--- src/rtl/pool_out_writer_pkg.sv ---
// Shared types and helpers for the pooled-output writer.
// Holds the writer state encoding, the output-width helper and the default element width.
package pool_pkg;

  typedef enum logic [1:0] {
    ST_IDLE    = 2'd0,
    ST_COLLECT = 2'd1,
    ST_DRAIN   = 2'd2,
    ST_DONE    = 2'd3
  } wr_state_e;

  localparam int DATA_W_DEF = 16;

  // Pooled output side length for a systolic row of sys_width+1 columns.
  function automatic int out_w_f(input int sys_width);
    return (sys_width + 1) / 2;
  endfunction

endpackage

--- src/rtl/pool_out_writer_if.sv ---
// Write port toward the output feature-map memory.
// The writer drives this through the master modport; the memory drives it through the slave modport.
interface pool_out_writer_if
  import pool_pkg::*;
#(
  parameter int addr_w = 8,
  parameter int data_w = DATA_W_DEF
);
  logic              mem_wr_req;
  logic              mem_wr_gnt;
  logic [addr_w-1:0] mem_wr_addr;
  logic [data_w-1:0] mem_wr_data;

  modport master (output mem_wr_req, output mem_wr_addr, output mem_wr_data, input mem_wr_gnt);
  modport slave  (input mem_wr_req, input mem_wr_addr, input mem_wr_data, output mem_wr_gnt);
endinterface

--- src/rtl/pool_out_writer_fifo.sv ---
// Small synchronous FIFO with registered storage and no write-to-read bypass.
// A push into a full FIFO is accepted only when a pop frees a slot in the same cycle.
module pool_sync_fifo #(
  parameter int width = 16,
  parameter int depth = 4
) (
  input  logic                   clk,
  input  logic                   nrst,
  input  logic                   push,
  input  logic                   pop,
  input  logic [width-1:0]       wdata,
  output logic [width-1:0]       rdata,
  output logic                   full,
  output logic                   empty,
  output logic [$clog2(depth):0] count
);
  localparam int PW = $clog2(depth);
  localparam logic [PW:0] FULL_CNT = depth[PW:0];

  logic [width-1:0] mem_q [depth];
  logic [width-1:0] mem_d [depth];
  logic [PW-1:0]    wr_ptr_q, wr_ptr_d, rd_ptr_q, rd_ptr_d;
  logic [PW:0]      cnt_q, cnt_d;
  logic             wr_en_s, rd_en_s;

  assign full  = (cnt_q == FULL_CNT);
  assign empty = (cnt_q == '0);
  assign count = cnt_q;
  assign rdata = mem_q[rd_ptr_q];

  always_comb begin
    rd_en_s  = pop && !empty;
    wr_en_s  = push && (!full || rd_en_s);
    mem_d    = mem_q;
    wr_ptr_d = wr_ptr_q;
    rd_ptr_d = rd_ptr_q;
    if (wr_en_s) begin
      mem_d[wr_ptr_q] = wdata;
      wr_ptr_d        = wr_ptr_q + 1'b1;
    end else begin
      wr_ptr_d = wr_ptr_q;
    end
    if (rd_en_s) begin
      rd_ptr_d = rd_ptr_q + 1'b1;
    end else begin
      rd_ptr_d = rd_ptr_q;
    end
    case ({wr_en_s, rd_en_s})
      2'b10:   cnt_d = cnt_q + 1'b1;
      2'b01:   cnt_d = cnt_q - 1'b1;
      default: cnt_d = cnt_q;
    endcase
  end

  // Storage is cleared on reset so the read port shows zero while idle after reset.
  always_ff @(posedge clk or negedge nrst) begin
    if (!nrst) begin
      for (int i = 0; i < depth; i++) mem_q[i] <= '0;
      wr_ptr_q <= '0;
      rd_ptr_q <= '0;
      cnt_q    <= '0;
    end else begin
      mem_q    <= mem_d;
      wr_ptr_q <= wr_ptr_d;
      rd_ptr_q <= rd_ptr_d;
      cnt_q    <= cnt_d;
    end
  end
endmodule

--- src/rtl/pool_out_writer.sv ---
// Buffers pooled elements and writes them row-major to the output feature map from a latched base.
// Raises frame_done once the frame is finished and the buffer has drained.
module pool_out_writer
  import pool_pkg::*;
#(
  parameter int sys_width  = 27,
  parameter int data_w     = DATA_W_DEF,
  parameter int addr_w     = 8,
  parameter int fifo_depth = 4
) (
  input  logic              clk,
  input  logic              nrst,
  input  logic              start,
  input  logic [addr_w-1:0] base_addr,
  input  logic              pool_done,
  input  logic [data_w-1:0] pool_data,
  input  logic              pooling_finish,
  pool_out_writer_if.master mem,
  output logic              busy,
  output logic              frame_done,
  output logic              overflow,
  output logic              count_err
);
  localparam int OUT_W    = out_w_f(sys_width);
  localparam int EXPECTED = OUT_W * OUT_W;
  localparam int IDX_W    = $clog2(EXPECTED + 1) + 1;
  localparam int CNT_W    = $clog2(fifo_depth) + 1;
  localparam logic [IDX_W-1:0] EXP_IDX = EXPECTED[IDX_W-1:0];

  wr_state_e         state_q, state_d;
  logic [addr_w-1:0] base_q, base_d;
  logic [IDX_W-1:0]  idx_q, idx_d;
  logic              ovf_q, ovf_d, cerr_q, cerr_d, busy_q, busy_d, done_q, done_d;
  logic              push_s, req_s, xfer_s, fifo_full_s, fifo_empty_s;
  logic [CNT_W-1:0]  fifo_cnt_s;
  logic [data_w-1:0] fifo_head_s;

  pool_sync_fifo #(.width(data_w), .depth(fifo_depth)) u_fifo (
    .clk   (clk),
    .nrst  (nrst),
    .push  (push_s),
    .pop   (xfer_s),
    .wdata (pool_data),
    .rdata (fifo_head_s),
    .full  (fifo_full_s),
    .empty (fifo_empty_s),
    .count (fifo_cnt_s)
  );

  assign req_s  = ((state_q == ST_COLLECT) || (state_q == ST_DRAIN)) && (fifo_cnt_s != '0);
  assign xfer_s = req_s && mem.mem_wr_gnt;

  assign mem.mem_wr_req  = req_s;
  assign mem.mem_wr_data = fifo_head_s;
  assign mem.mem_wr_addr = base_q + addr_w'(idx_q);
  assign busy       = busy_q;
  assign frame_done = done_q;
  assign overflow   = ovf_q;
  assign count_err  = cerr_q;

  always_comb begin
    state_d = state_q;
    base_d  = base_q;
    idx_d   = idx_q;
    ovf_d   = ovf_q;
    cerr_d  = cerr_q;
    push_s  = 1'b0;
    case (state_q)
      ST_IDLE: begin
        if (start) begin
          state_d = ST_COLLECT;
          base_d  = base_addr;
          idx_d   = '0;
          ovf_d   = 1'b0;
          cerr_d  = 1'b0;
        end else begin
          state_d = ST_IDLE;
        end
      end
      ST_COLLECT: begin
        push_s = pool_done;
        if (pooling_finish) begin
          state_d = ST_DRAIN;
        end else begin
          state_d = ST_COLLECT;
        end
      end
      // An empty FIFO means no request is up, so the write index is final here.
      ST_DRAIN: begin
        if (fifo_empty_s) begin
          state_d = ST_DONE;
          cerr_d  = (idx_q != EXP_IDX);
        end else begin
          state_d = ST_DRAIN;
        end
      end
      ST_DONE: state_d = ST_IDLE;
      default: state_d = ST_IDLE;
    endcase
    if (push_s && fifo_full_s && !xfer_s) begin
      ovf_d = 1'b1;
    end else begin
      ovf_d = ovf_d;
    end
    if (xfer_s && (idx_q != {IDX_W{1'b1}})) begin
      idx_d = idx_q + 1'b1;
    end else begin
      idx_d = idx_d;
    end
    busy_d = (state_d != ST_IDLE);
    done_d = (state_d == ST_DONE);
  end

  // Writer FSM, address index and status flags.
  always_ff @(posedge clk or negedge nrst) begin
    if (!nrst) begin
      state_q <= ST_IDLE;
      base_q  <= '0;
      idx_q   <= '0;
      ovf_q   <= 1'b0;
      cerr_q  <= 1'b0;
      busy_q  <= 1'b0;
      done_q  <= 1'b0;
    end else begin
      state_q <= state_d;
      base_q  <= base_d;
      idx_q   <= idx_d;
      ovf_q   <= ovf_d;
      cerr_q  <= cerr_d;
      busy_q  <= busy_d;
      done_q  <= done_d;
    end
  end
endmodule
--- src/flat_wrapper.sv ---
// flat-port wrapper written by rule: the top's interface ports become plain ports
module pool_out_writer_flat import pool_pkg::*;
#(
  parameter int sys_width  = 27,
  parameter int data_w     = DATA_W_DEF,
  parameter int addr_w     = 8,
  parameter int fifo_depth = 4
)
  (clk, nrst, start, base_addr, pool_done, pool_data, pooling_finish, busy, frame_done, overflow, count_err, mem_mem_wr_req, mem_mem_wr_addr, mem_mem_wr_data, mem_mem_wr_gnt);
  pool_out_writer_if #(.addr_w(addr_w), .data_w(data_w)) mem_i ();
  input  logic clk;
  input  logic nrst;
  input  logic start;
  input  logic [addr_w-1:0] base_addr;
  input  logic pool_done;
  input  logic [data_w-1:0] pool_data;
  input  logic pooling_finish;
  output logic busy;
  output logic frame_done;
  output logic overflow;
  output logic count_err;
  output wire logic [$bits(mem_i.mem_wr_req)-1:0] mem_mem_wr_req;
  output wire logic [$bits(mem_i.mem_wr_addr)-1:0] mem_mem_wr_addr;
  output wire logic [$bits(mem_i.mem_wr_data)-1:0] mem_mem_wr_data;
  input wire logic [$bits(mem_i.mem_wr_gnt)-1:0] mem_mem_wr_gnt;
  assign mem_mem_wr_req = mem_i.mem_wr_req;
  assign mem_mem_wr_addr = mem_i.mem_wr_addr;
  assign mem_mem_wr_data = mem_i.mem_wr_data;
  assign mem_i.mem_wr_gnt = mem_mem_wr_gnt;
  pool_out_writer #(.sys_width(sys_width), .data_w(data_w), .addr_w(addr_w), .fifo_depth(fifo_depth)) u_core (.clk(clk), .nrst(nrst), .start(start), .base_addr(base_addr), .pool_done(pool_done), .pool_data(pool_data), .pooling_finish(pooling_finish), .mem(mem_i), .busy(busy), .frame_done(frame_done), .overflow(overflow), .count_err(count_err));
endmodule
--- config.mk ---
export PLATFORM = sky130hd
export DESIGN_NAME = pool_out_writer_flat
export DESIGN_NICKNAME = d
export VERILOG_FILES = /design/src/rtl/pool_out_writer_pkg.sv /design/src/rtl/pool_out_writer_if.sv /design/src/rtl/pool_out_writer_fifo.sv /design/src/rtl/pool_out_writer.sv /design/src/flat_wrapper.sv
export SDC_FILE = /design/constraint.sdc
export NUM_CORES = 1
export LEC_CHECK = 0
export ABC_AREA = 1
export CAP_MARGIN = 20
export CORE_MARGIN = 2
export CORE_UTILIZATION = 51
export CTS_CLUSTER_SIZE = 24
export DETAILED_ROUTE_END_ITERATION = 8
export PLACE_DENSITY = 0.82
export REMOVE_ABC_BUFFERS = 1
export SYNTH_ARGS = -nofsm -noshare
export SYNTH_HDL_FRONTEND = slang
export SYNTH_SLANG_ARGS = --single-unit
--- constraint.sdc ---
create_clock -name clk -period 5.4 [get_ports clk]
set_clock_uncertainty 0.2 [all_clocks]
set_input_delay 1.35 -clock clk [delete_from_list [all_inputs] [get_ports clk]]
set_output_delay 1.35 -clock clk [all_outputs]
set_load 0.01 [all_outputs]
Word level (Yosys, flattened, before mapping)
Cells that the tools add are included.

Output and inout bits: 29. Bits in registers: 94.

$add $sub $neg: 6. Reductions and logical operators: 27. Eq/ne operators: 11. Bitwise operators: 2. Muxes and demuxes: 20. Order comparisons: 3.

Operator list (number): bitwise mux 64 bit (1); two-way mux 16 bit (3); binary-select mux 16 bit (select 2 bit) (1); demux 16 bit (select 2 bit) (1); two-way mux 9 bit (3); nonzero test 2 bit (7); adder 9 x 1 -> 9 bit, second input constant (1); != test 9 x 8 -> 1 bit, second input constant (1); != test 9 bit, second input constant (1); adder 8 bit (1); equality test 2 bit, second input constant (4); logical AND 1 bit (8); case mux 2 bit (4 select lines) (1); two-way mux 1 bit (7); >= comparator 3 bit, second input constant (2); NOT 2 -> 3 bit (2); case mux 3 bit (2 select lines) (1); AND reduction 2 bit (3); adder 2 x 1 -> 2 bit, second input constant (2); equality test 2 x 1 -> 1 bit, second input constant (2); != test 2 bit, second input constant (2); adder 3 x 1 -> 3 bit, second input constant (1); equality test 3 bit, second input constant (1); zero test 1 bit (3); other kinds (9) (10).

Longest topological paths before layout
Depth in word-level cells: 9. Depth in mapped cells: 10.

By module
From an unflattened synthesis, not the netlist that was laid out.

Cells, all modules: 617. Area total of the unflattened synthesis: 5058.6 µm².

Modules (own cells, without submodules): pool_sync_fifo (area an instance 3528.4 µm², sequential area each 1776.7 µm², instances 1, cells an instance 425); pool_out_writer (area an instance 1530.2 µm², sequential area each 575.6 µm², instances 1, cells an instance 192).

Least setup slack after synthesis
No wires, ideal clock.

Path type: register to output. Start: register u_core.idx_q[0]. End: output port mem_mem_wr_addr[6]. Arrival time: 1.439 ns. Required time: 3.850 ns. Path buffers: 0. Path slack: 2.411 ns. Stages on the path, launching flop included: 6. Cells stage by stage: dfrtp_1 > ha_1 > fa_1 > nand4_1 > nand3_1 > xor2_1.

Cells in the longest elaborated chain, start to end: 1.

RTL lines: from (decl) (line pool_out_writer.sv:32) `logic [IDX_W-1:0] idx_q, idx_d;`; from (signal assigned) (line pool_out_writer.sv:127) `idx_q <= idx_d;`; adder 8 bit (line pool_out_writer.sv:55) `assign mem.mem_wr_addr = base_q + addr_w'(idx_q);`; to (decl) (line flat_wrapper.sv:23) `output wire logic [$bits(mem_i.mem_wr_addr)-1:0] mem_mem_wr_addr;`.

No other way between the ends.

Final worst setup path
Start: register u_core.u_fifo.rd_ptr_q[1]. End: output port mem_mem_wr_data[9].

Cells in the longest elaborated chain, start to end: 4.

RTL lines: from (decl) (line pool_out_writer_fifo.sv:22) `logic [PW-1:0] wr_ptr_q, wr_ptr_d, rd_ptr_q, rd_ptr_d;`; from (signal assigned) (line pool_out_writer_fifo.sv:65) `rd_ptr_q <= rd_ptr_d;`; NOT 2 -> 3 bit (not written as such) (line pool_out_writer_fifo.sv:29) `assign rdata = mem_q[rd_ptr_q];`; binary-select mux 16 bit (select 2 bit) (line pool_out_writer_fifo.sv:29); two-way mux 16 bit (not written as such) (2 in a row) (line pool_out_writer_fifo.sv:29); to (decl) (line flat_wrapper.sv:24) `output wire logic [$bits(mem_i.mem_wr_data)-1:0] mem_mem_wr_data;`.

No other way between the ends. The select of a mux whose other input is x is not followed.

==> out/metrics.csv <==
stage,metric,value,unit
final_layout,postLayoutCellArea,5710,um^2
clock_network,ctsResizeCount,0,
global_routing,gr-total-overflow,0,
run_status,status,finished clean,
yosys,ys_ff_latch,94,
floorplan,die_x,102,um
yosys,avgSynthCellArea,8.20,um^2
worst_setup_path,cp_slowest_cell,dfrtp_1,
final_layout,layout.cells.non_filler,774,
job,maxCapViolCount,0,
floorplan,core_area,9330,um^2
worst_setup_path,cp_cell_sequence,inv_1 > o21ai_0 > o22ai_1 > clkdlybuf4s50_1,
timing,setup_viol,0,
yosys,ys_warn_count,0,
worst_setup_path,critPathArrivalTime,2.48,ns
final_layout,nets,689,
timing,slew_headroom,33.7,%
yosys,syn_area,4940,um^2
final_layout,final_cell_mix,"202 x nand2_1, 94 x dfrtp_1, 68 x nand4_1",
drt,drt-total-wl,11800,um
drt,drt-initial-drc-count,330,
drt,drc,0,
clock_network,path_clk_slew,0.09,ns
clock_network,ctsHoldBuffers,0,
worst_setup_path,cp.required,3.85,ns
yosys,synth_compound_area_share,7.16,%
global_routing,first_global_vias,4238,
placed_design,placed_cell_area,5530,um^2
clock_network,clockBufferDepth,2,
final_layout,layout_commonest_cell,nand2_1,
final_layout,drive_above_1_share,4.65,%
worst_setup_path,path_buf_inv,2,
yosys,synth_top_family_by_area,simple AND/OR/NAND/NOR gates,
floorplan,fp-row-count,35,
worst_setup_path,max_stage_delay,0.62,ns
floorplan,io_pins,59,
hold_path,hold_path_class,reg2reg,
drt,drtAntennaViolNets,0,
global_routing,grt_pass1_wl,19800,um
drt,dr.pass1.iters,6,
yosys,ys_top_cells_by_area,"dfrtp_1 48%, nand2_1 15%, nand4_1 8.6%, ha_1 4.3%, o21ai_0 4.0%",
yosys,synth_fa_ha_area_share,5.11,%
power,power.total,3.23,mW
yosys,synth.distinct_cells,29,
timing,fin_crit_sh,74.6,%
yosys,synth_mux_area_share,0,%
drt,vias_per_cell,5.61,
clock_network,cts_max_level,3,
clock_network,cts-root-buf,clkbuf_8,
power,ir_drop,331,uV
timing,fin_setup_tns,0,ns
yosys,ys_seq_area_share,47.6,%
clock_network,cts_num_sinks,94,
timing,period_needed,4.03,ns
timing,hold_viol_final,0,
placed_design,gp_congestion,0.912,
global_routing,antenna_found_initial,0,
worst_setup_path,cp_max_fo,18,
yosys,yosys.area_share.simple,32.7,%
yosys,yosysTopAreaCell,dfrtp_1,
final_layout,n_antenna_cell,0,
worst_setup_path,critPathTopFamily,buffers and inverters,
clock_network,worstSkewPairLatency,0.36,ns
worst_setup_path,crit_type,reg2out,
placed_design,numPortBuffers,58,
drt,vias,4341,
clock_network,cts_made_buffers,9,
clock_network,cts_setup_buffers,0,
yosys,synth_top_area_share,47.6,%
floorplan,die_y,102,um
timing,tightest_slew,0.994,ns
global_routing,grt_max_degree,73,
floorplan,die_area,10500,um^2
floorplan,start_util,53.0,%
drt,post_drt_wl_per_cell,15.2,um
timing,rsz0062_at_grt,false,
placed_design,dpl.hpwl,7440,um
clock_network,cts_tree,done,
worst_setup_path,cp-end-kind,output port,
power,p_per_area,565,nW/um^2
yosys,synth_xor_area_share,1.59,%
placed_design,placedCellCount,758,
power,power.leakage,2.84,nW
global_routing,grt_use_total,24.0,%
worst_setup_path,critPathLaunchType,register,
yosys,netlist_instances,603,
final_layout,area_delta_synth_final,15.4,%
timing,max_freq,0.248,GHz
timing,drv_slew,0,
## worst min-delay path: cells and delay by family (launching register included)
| kind | cells | cell delay, ns |
|---|---|---|
| flops | 1 | 0.35 |
| simple gates | 2 | 0.10 |
## area by class of cell
type / count / area [um^2]
Clock inverter: 5 / 42.5
Timing Repair Buffer: 61 / 601
Multi-Input combinational cell: 443 / 2300
Sequential cell: 94 / 2350
Tap cell: 129 / 161
Fill cell: 805 / 3620
Clock buffer: 11 / 131
Inverter: 31 / 116
## through the flow
stage,util (%),worst slack [ns],hold slack (ns)
global route,61.2,1.24,0.301
global placement,59.3,1.84,0.248
finish,61.2,1.37,0.275
CTS,61.2,1.40,0.275
detailed placement,59.3,1.78,0.254
floorplan,-,2.28,0.237
## logic make-up after synthesis
kind of cell | count (synthesis)
compound gates | 65
buf+inv | 66
fa+ha+maj | 19
xor+xnor | 9
flops | 94
simple gates | 350
## sequential cells by signal (all words and copies together), names as in the netlist
name / count
u_core.state_q: 2
u_core.base_q: 8
u_core.u_fifo.count: 3
u_core.u_fifo.rd_ptr_q: 2
u_core.count_err: 1
u_core.frame_done: 1
u_core.idx_q: 9
u_core.u_fifo.mem_q: 64
u_core.overflow: 1
u_core.busy: 1
u_core.u_fifo.wr_ptr_q: 2
## synth_stat cells
master	count
a21o_1	1
inv_1	28
a21oi_1	5
a31oi_1	1
dfrtp_1	94
nand3_4	6
nor3_1	1
o21a_1	1
clkinv_1	1
ha_1	17
buf_6	3
xor2_1	6
o21ai_0	40
clkbuf_1	16
o31ai_1	1
nand2_2	1
buf_1	1
inv_2	2
nand2_1	202
nand3_1	28
nor2_2	1
o22ai_1	16
xnor2_1	3
nand4_1	68
nor2_4	1
buf_2	15
or2_2	1
nor2_1	41
fa_1	2
## metal layers
metal | share of wire [%] | track usage, % | vias to the layer above
li1 | - | - | 2105
met1 | 43 | 31.3 | 2066
met2 | 50 | 40.7 | 154
met3 | 6.5 | 4.58 | 16
met4 | 1.3 | 7.59 | 0
met5 | 0 | 0 | -
## worst paths after layout
check | from | to | slack (ns) | cells after the start
setup / recovery | u_core.u_fifo.rd_ptr_q[1] | mem_mem_wr_data[9] | 1.37 | 4
hold / removal | u_core.u_fifo.mem_q[44] | u_core.u_fifo.mem_q[44] | 0.28 | 2
min in group asynchronous | nrst | u_core.u_fifo.mem_q[2] | 0.89 | 1
hold reg to reg | u_core.u_fifo.mem_q[44] | u_core.u_fifo.mem_q[44] | 0.28 | 2
max in group asynchronous | nrst | u_core.u_fifo.mem_q[12] | 3.20 | 2
setup reg to reg | u_core.state_q[0] | u_core.u_fifo.mem_q[41] | 2.81 | 7
## power by group
group	switching (mW)	internal, mW
clock network	0.258	0.173
registers	0.192	0.987
logic	0.951	0.666
Power figures use the tool's default switching activity.
